<file path="src/rtl/add24_result_acc.sv">
// -----------------------------------------------------------------------------
// add24_result_acc
//
// Purpose:
//   Sums batches of unsigned results coming from an upstream WIDTH-bit adder.
//   Each accepted result ({carry, sum}, WIDTH+1 bits) is zero-extended and
//   added into an accumulator wide enough that a full batch cannot overflow.
//   A batch closes either when BATCH results have been accepted or when the
//   upstream asks for an early close with i_flush. The closed batch is then
//   presented downstream and held until it is taken.
//
// Parameters:
//   WIDTH   operand width of the upstream adder (results are WIDTH+1 bits)
//   BATCH   results per full batch, legal range 2..256
//   ACC_W   derived: WIDTH+1+$clog2(BATCH), batch sum width
//   CNT_W   derived: $clog2(BATCH+1), result count width
//
// Ports:
//   i_clk     sole clock, rising edge
//   i_rst_n   synchronous active-low reset
//   i_valid   upstream result valid
//   o_ready   block accepts a result this cycle (high while collecting)
//   i_result  unsigned adder result {carry, sum}
//   i_flush   close the current batch early (ignored for an empty batch)
//   o_valid   batch sum available
//   i_ready   downstream takes the batch sum
//   o_sum     sum of the results in the presented batch
//   o_count   number of results in o_sum
//   o_max     largest result in the presented batch (only with the macro)
//
// Configuration:
//   ADD24_ACC_MAX_EN  when defined, adds o_max and the max-tracking logic.
// -----------------------------------------------------------------------------
module add24_result_acc #(
    parameter  int WIDTH = 24,
    parameter  int BATCH = 8,
    localparam int ACC_W = WIDTH + 1 + $clog2(BATCH),
    localparam int CNT_W = $clog2(BATCH + 1)
) (
    input  logic             i_clk,
    input  logic             i_rst_n,
    input  logic             i_valid,
    output logic             o_ready,
    input  logic [WIDTH:0]   i_result,
    input  logic             i_flush,
    output logic             o_valid,
    input  logic             i_ready,
    output logic [ACC_W-1:0] o_sum,
`ifdef ADD24_ACC_MAX_EN
    output logic [WIDTH:0]   o_max,
`endif
    output logic [CNT_W-1:0] o_count
);

    // -------------------------------------------------------------------------
    // State
    // -------------------------------------------------------------------------
    typedef enum logic [0:0] {
        ST_ACCUM = 1'b0,   // collecting results
        ST_DONE  = 1'b1    // holding a closed batch for downstream
    } state_t;

    state_t            r_state;
    state_t            w_state_next;

    logic [ACC_W-1:0]  r_acc;      // running sum of the open batch
    logic [CNT_W-1:0]  r_cnt;      // results in the open batch
    logic [ACC_W-1:0]  r_sum;      // presented batch sum
    logic [CNT_W-1:0]  r_count;    // presented batch count

    // -------------------------------------------------------------------------
    // Beat qualification
    // -------------------------------------------------------------------------
    logic              w_accept;   // a result is consumed this cycle
    logic [WIDTH:0]    w_beat;     // result gated by w_accept
    logic [ACC_W-1:0]  w_acc_sum;  // accumulator including this cycle's beat
    logic [CNT_W-1:0]  w_cnt_sum;  // count including this cycle's beat
    logic              w_close;    // batch closes at this edge
    logic              w_release;  // downstream takes the batch at this edge
    logic              w_ready;
    logic              w_valid;

    assign w_accept  = (r_state == ST_ACCUM) && i_valid;

    // i_result is forced to zero when not accepted so an undriven or X value
    // on an idle input bus never reaches the accumulator or the max tracker.
    assign w_beat    = w_accept ? i_result : '0;
    assign w_acc_sum = r_acc + {{(ACC_W - WIDTH - 1){1'b0}}, w_beat};
    assign w_cnt_sum = r_cnt + {{(CNT_W - 1){1'b0}}, w_accept};

`ifdef ADD24_ACC_MAX_EN
    logic [WIDTH:0]    r_max_acc;  // largest result in the open batch
    logic [WIDTH:0]    r_max;      // presented batch maximum
    logic [WIDTH:0]    w_max_sum;  // running max including this cycle's beat

    assign w_max_sum = (w_accept && (w_beat > r_max_acc)) ? w_beat : r_max_acc;
`endif

    // -------------------------------------------------------------------------
    // FSM: state register
    // -------------------------------------------------------------------------
    always_ff @(posedge i_clk) begin
        if (!i_rst_n) begin
            r_state <= ST_ACCUM;
        end else begin
            r_state <= w_state_next;
        end
    end

    // -------------------------------------------------------------------------
    // FSM: next state and handshake outputs
    // -------------------------------------------------------------------------
    always_comb begin
        w_state_next = r_state;
        w_ready      = 1'b0;
        w_valid      = 1'b0;
        w_close      = 1'b0;
        w_release    = 1'b0;

        case (r_state)
            ST_ACCUM: begin
                w_ready = 1'b1;
                // Full batch wins; otherwise a flush closes the batch only if
                // it would contain at least one result (the beat arriving now
                // counts), so an empty batch is never emitted.
                if (w_accept && (w_cnt_sum == CNT_W'(BATCH))) begin
                    w_close = 1'b1;
                end else if (i_flush && (w_accept || (r_cnt != '0))) begin
                    w_close = 1'b1;
                end
                if (w_close) begin
                    w_state_next = ST_DONE;
                end
            end

            ST_DONE: begin
                // Inputs (i_valid, i_flush) are not looked at here; w_accept is
                // already low because it is qualified by ST_ACCUM.
                w_valid = 1'b1;
                if (i_ready) begin
                    w_release    = 1'b1;
                    w_state_next = ST_ACCUM;
                end
            end

            default: begin
                w_state_next = ST_ACCUM;
            end
        endcase
    end

    // -------------------------------------------------------------------------
    // Datapath: accumulator, counter and presented batch registers
    // -------------------------------------------------------------------------
    always_ff @(posedge i_clk) begin
        if (!i_rst_n) begin
            r_acc   <= '0;
            r_cnt   <= '0;
            r_sum   <= '0;
            r_count <= '0;
        end else begin
            // The running accumulator keeps its final value while the batch is
            // held and is cleared on the downstream handshake, which starts the
            // next batch. No beat can be accepted in that cycle.
            if (w_release) begin
                r_acc <= '0;
                r_cnt <= '0;
            end else if (w_accept) begin
                r_acc <= w_acc_sum;
                r_cnt <= w_cnt_sum;
            end

            // The presented values load from the sums that include the beat
            // of the closing cycle, so a flush together with a beat counts it.
            if (w_close) begin
                r_sum   <= w_acc_sum;
                r_count <= w_cnt_sum;
            end
        end
    end

`ifdef ADD24_ACC_MAX_EN
    always_ff @(posedge i_clk) begin
        if (!i_rst_n) begin
            r_max_acc <= '0;
            r_max     <= '0;
        end else begin
            if (w_release) begin
                r_max_acc <= '0;
            end else if (w_accept) begin
                r_max_acc <= w_max_sum;
            end

            if (w_close) begin
                r_max <= w_max_sum;
            end
        end
    end

    assign o_max = r_max;
`endif

    // -------------------------------------------------------------------------
    // Outputs
    // -------------------------------------------------------------------------
    assign o_ready = w_ready;
    assign o_valid = w_valid;
    assign o_sum   = r_sum;
    assign o_count = r_count;

endmodule

</file>
<file path="config.mk">
export PLATFORM = sky130hd
export DESIGN_NAME = add24_result_acc
export DESIGN_NICKNAME = d
export VERILOG_FILES = /design/src/rtl/add24_result_acc.sv
export SDC_FILE = /design/constraint.sdc
export NUM_CORES = 1
export LEC_CHECK = 0
export CORE_ASPECT_RATIO = 0.8
export CORE_MARGIN = 4
export CORE_UTILIZATION = 47
export CTS_CLUSTER_DIAMETER = 80
export DETAILED_ROUTE_END_ITERATION = 10
export HOLD_SLACK_MARGIN = 0.08
export PLACE_DENSITY_LB_ADDON = 0.25
export SLEW_MARGIN = 10
export SYNTH_ARGS = -nofsm -noshare
export SYNTH_HDL_FRONTEND = slang
export SYNTH_SLANG_ARGS = --single-unit
</file>
<file path="constraint.sdc">
create_clock -name i_clk -period 3.3 [get_ports i_clk]
set_input_delay 0.66 -clock i_clk [delete_from_list [all_inputs] [get_ports i_clk]]
set_output_delay 0.66 -clock i_clk [all_outputs]
set_load 0.01 [all_outputs]
</file>
==> metrics, run 1 <==
area grow syn2layout 41.0%; Initial Util between 40% and 50%; GRT Util Overall a little under a quarter; TritonCTS clock tree built; Max Cap Viol 0; Overflow after GRT 0; count of cell types in the netlist 53; Crit path largest cell delay ~400 ps; die span in y approximately 90 µm; Setup Fix Bufs, Post-CTS 0; Leak between 2 and 2.5 nW; Cell Pwr Density between 300 and 400 nW/µm²; row count 29; CORE AREA 8020 µm²; worst path cell trace dlygate4sd2_1, nand2_8, inv_4, buf_4, and2_1, ha_4, nand4_1, o22ai_2, nor3_1, a21o_1, a21oi_4, buf_4, o2111ai_2, a2111o_1, nand3_1; Worst EP arrival 3420 ps; GPL Wtd Cong roughly 0.91; WHS 452 ps; topmost layer with routed signal wires met4; CTS buffer count 9; DR WL met2 5370 µm; Final Skew 9.62 ps; setup_tns 0 ps; Hold Crit Class flop to flop; Post-synth ARST share 0%; metal1 wirelength about 5400 µm; Worst Setup Start Kind input pin; largest net degree at the start of global routing 35; dpl cell area 5280 µm²; clock sinks 65; Routed WL 11500 µm; Final Hold Vio Count 0; IO buf count 63; post-synth top area cell dfxtp_1; RSZ-0062 raised after global routing no; H-tree lvl count 3; worst reg-to-reg setup slack a little under 400 ps; Worst-path clk slew around 80 ps; ratio of final minimum period to clock period a little over nine tenths; # setup viols final 0; post-synthesis sequential area ratio about a third; register bit count reported by yosys 65; DRC violations left 0; outcome finished, final reports clean; antenna-violating nets left 0; Clock Path Buffers 2; routed len/inst 15.3 µm; Max FO, Critical Path 17; fmax ~320 MHz; number of synthesized flops with an enable pin 0; ys flop type dfxtp_1; Syn Std Cell Area 3920 µm²; HPWL Detailed 8600 µm; commonest cells after routing, fill and taps aside nand2_1, buf_4, a21oi_1; Nets 697; # diodes 0; vias in the first global route around 4100; share of post-route cells with drive strength above 1 between 10% and 20%; Slew @ Worst Pin roughly 480 ps; Synth Warn # 0; Top Family by Delay on Critical Path compound AO/OA/AOI/OAI gates; Clock Latency Late Sink 350 ps; TritonRoute pass-1 iters 5; VDD IR max 226 µV; IO Count between 60 and 70; Vias roughly 4200; ranking of synthesized cells by area dfxtp_1, nand2_1, a21oi_1, ha_1, and2_1; cell mode on critical path buf_4; crit path capture type flop; first-pass GRT wire length approximately 19000 µm; WL met3 roughly 630 µm; Post-Syn Area per Cell 7.75 µm²; Mapped Cells around 510; initial antenna violation count 0; worst path bufs/invs 4; 1st-iter DRT viols 191; Crit path required time about 3600 ps; die area 9880 µm²; Relative slew margins 67.7%; Via density 5.56; Final Max Tran Viols 0; Root Driver clkbuf_8; Non-Filler Cell Area, Final about 5500 µm²; slowest CP cell a2111o_1; most common cell after layout, fill and taps aside nand2_1; post-layout min period 3120 ps; Setup Crit Path Kind input pin to flop; syn nets about 560; top-area cell type share of the netlist area 33.2%; Die Width around 110 µm
synthesized netlist by cell type (2+ instances only):
master and number:
a2111o_1 5, a211oi_1 6, a21o_1 10, a21oi_1 69, a311oi_1 3, a31oi_1 3, and2_1 26, and3_1 4
and4_1 3, buf_2 3, clkbuf_1 20, dfxtp_1 65, ha_1 27, inv_1 9, nand2_1 106, nand3_1 25
nand4_1 3, nor2_1 18, nor3_1 9, nor3b_1 2, o2111ai_1 3, o211ai_1 3, o21a_1 3, o21ai_0 11
o21ai_1 10, o21ai_2 2, o21bai_1 3, o22ai_1 2, o31ai_1 3, or3_1 8, xnor2_1 12, xor2_1 9
routing by layer:
metal | vias up | global-route usage, %
met5 | - | 0
met4 | 0 | 7.79
met3 | 16 | 4.30
met2 | 131 | 37.6
met1 | 1971 | 32.4
li1 | 2065 | -
path summary, 6_finish.rpt:
kind                            startpoint        end  cells after the start
worst min-delay path             o_sum[18]  o_sum[18]                      2
worst max register to register     r_state  r_acc[21]                     15
worst max-delay path               i_valid  r_acc[21]                     15
worst min register to register   o_sum[18]  o_sum[18]                      2
report_power, final:
part | switching, mW | total [mW] | leakage, nW | internal, mW
sequential | 0.0273 | 0.857 | 0.529 | 0.829
clock | 0.332 | 0.703 | 0.107 | 0.372
combinational | 0.288 | 0.559 | 1.65 | 0.271
total | 0.647 | 2.12 | 2.28 | 1.47
worst register-to-register path, stage by stage, from the launching register on:
cell,delay [ps]
dfxtp_1,350
inv_2,80
nand2_8,60
inv_4,70
buf_4,180
and2_1,190
ha_4,310
nand4_1,130
o22ai_2,210
nor3_1,60
a21o_1,230
a21oi_4,230
buf_4,150
o2111ai_2,150
a2111o_1,400
nand3_1,70
area by class of cell:
class | count | area (µm²)
inverters | 10 | 40.0
flip-flops and latches | 65 | 1300
repair buffers | 147 | 1280
well taps | 108 | 135
clock buffers | 10 | 138
fillers | 658 | 2490
multi-input cells | 406 | 2570
clock inverters | 6 | 66.3
what timing repair did:
action                     4_1_cts  5_1_grt
gates cloned                     0        0
setup endpoints to repair       25       11
pin swaps                        0        3
resized for setup                3        6
hold buffers                     0        0
state kept, by name (all words and copies together) (netlist names):
name	count
o_count	4
o_sum	28
r_acc	28
r_cnt	4
r_state	1
per-stage QoR:
step	power [mW]	setup WS [ps]	std cells	util (%)
2_1_floorplan	1.16	13.5	506	-
3_3_place_gp	1.40	-428	736	65.8
3_5_place_dp	1.41	-508	736	65.8
4_1_cts	2.12	123	752	68.5
5_1_grt	2.22	72.2	752	68.9
6_report	2.12	177	752	68.9
cell families after synthesis:
| family | count (synthesis) | synth area share (%) |
|---|---|---|
| xor gates and xnor gates | 21 | 4.69 |
| and+or+nand+nor | 212 | 25.3 |
| buffers and inverters | 35 | 3.54 |
| adders and majority gates | 28 | 9.12 |
| DFF | 65 | 33.2 |
| AOI/OAI and AO/OA | 145 | 24.2 |
No activity file was read; power rests on OpenSTA's default activity.
==> run 2: changes to the inputs <==
- CORE_MARGIN: 4 -> default
==> metrics, run 2 (same netlist as run 1, synthesis figures left out) <==
Max Cap Viol 0 (unchanged); RSZ-0062 raised after global routing no; TritonCTS clock tree built; Cell Pwr Density 384 nW/µm² (+0.19%); Vias 4122 (-1.5%); Clock Path Buffers 2 (unchanged); combinational share of power 25.9% (-0.5 points); Slew @ Worst Pin 418 ps (-59.3 ps); Setup Fix Bufs, Post-CTS 0 (unchanged); Overflow after GRT 0 (unchanged); Net Sw Power 0.646 mW (about the same); antenna-violating nets left 0 (unchanged); Max FO, Critical Path 21 (+4); row count 29 (unchanged); IO buf count 63 (unchanged); most common cell after layout, fill and taps aside nand2_1; Nets 694 (-0.43%); Routed WL 11100 µm (-3.5%); switch share 30.6% (+0.13 points); largest net degree at the start of global routing 35 (unchanged); Die Width 104 µm (-5.4%); IO Count 64 (unchanged); die span in y 83.7 µm (-6.7%); clock sinks 65 (unchanged); crit path capture type flop; fmax 316 MHz (-1.4%); Relative slew margins 72.1% (+4.3 points); Root Driver clkbuf_8; ratio of final minimum period to clock period 96.0% (+1.3 points); commonest cells after routing, fill and taps aside nand2_1, buf_4, a21oi_1; Worst-path clk slew 70 ps (about the same); Final Skew 8.91 ps (-0.706 ps); vias in the first global route 4060 (+0.074%); 1st-iter DRT viols 180 (-5.8%); Final Hold Vio Count 0 (unchanged); Clock Latency Late Sink 350 ps (about the same); HPWL Detailed 8100 µm (-5.8%); Clock power frac 33.6% (+0.4 points); outcome finished, final reports clean; # setup viols final 0 (unchanged); Via density 5.50 (-1.1%); post-CTS sizing 2 (-1); Util after Layout 68.5% (-0.45 points); routed len/inst 14.8 µm (-3.1%); Leak 2.27 nW (-0.65%); H-tree lvl count 3 (unchanged); final setup margin 133 ps (-43.5 ps); Worst Setup Start Kind input pin; Post-CTS Hold Fix Bufs 0 (unchanged); share of post-route cells with drive strength above 1 18.1% (-0.54 points); DRC violations left 0 (unchanged); hold path startpoint o_sum[16]; Initial Util 48.9% (unchanged); GPL Wtd Cong 0.879 (-3.7%); TritonRoute pass-1 iters 5 (unchanged); Internal Pwr Total 1.46 mW (-0.64%); Crit path required time 3530 ps (-70 ps); register share of total power 40.6% (+0.2 points); CORE AREA 8020 µm² (unchanged); VDD IR max 242 µV (+7.2%); Crit Reg-Reg Startpoint r_state; Critical Path Start i_valid; initial antenna violation count 0 (unchanged); area grow syn2layout 40.0%; first-pass GRT wire length 18800 µm (-1.4%); GRT Util Overall 26.6% (+2.9 points); # diodes 0 (unchanged); post-layout min period 3170 ps (+43.5 ps); die area 8720 µm² (-12%); Worst EP arrival 3400 ps (-20 ps); Setup Crit Path Kind input pin to flop; Final Max Tran Viols 0 (unchanged); CTS buffer count 9 (unchanged); DP Worst Slack -518 ps (-10.7 ps); Hold Crit Class flop to flop
[run 2: power groups by stage]
stage               Clock (mW)  Combinational, mW  Sequential [mW]
floorplan                    0              0.281            0.880
global placement             0              0.521            0.871
detailed placement           0              0.534            0.873
CTS                      0.722              0.539            0.855
global route             0.756              0.594            0.861
finish                   0.708              0.545            0.855
[run 2: critical path, stage by stage]
cell and delay, ps:
dlygate4sd2_1 300, nand2_8 100, inv_4 90, and2_4 180, ha_4 160, fa_2 370
a21oi_2 180, o22ai_2 120, o31ai_4 290, o21ai_2 100, a31o_4 260, a221oi_4 300
xor2_1 200, a21oi_1 90
[run 2: cell type report]
type	instances	area (µm²)
Timing Repair Buffer	144	1260
Inverter	10	40.0
Clock buffer	10	138
Clock inverter	6	66.3
Tap cell	108	135
Sequential cell	65	1300
Fill cell	671	2530
Multi-Input combinational cell	406	2550
[run 2: through the flow]
step	hold WS, ps	instances	setup TNS [ps]	instance area [µm²]	power (mW)
5_1_grt	483	749	0	5490	2.21
2_1_floorplan	436	506	0	3990	1.16
6_report	450	749	0	5490	2.11
3_5_place_dp	445	733	-19760	5270	1.41
3_3_place_gp	439	733	-15730	5270	1.39
4_1_cts	455	749	0	5470	2.12
[run 2: path summary, 6_finish.rpt]
| path | cells past startpoint | end | slack [ps] |
|---|---|---|---|
| max | 14 | o_sum[26] | 130 |
| min | 2 | o_sum[16] | 450 |
| max reg2reg | 14 | o_sum[26] | 350 |
| min reg2reg | 2 | o_sum[16] | 450 |
[run 2: routing by layer]
layer  GRT usage (%)  share of wire [%]  routed length (µm)
met1            34.6                 47                5260
met2            43.0                 45                5010
met3            6.01                6.1                 673
met4            10.4                1.5                 172
met5               0                  0                   0
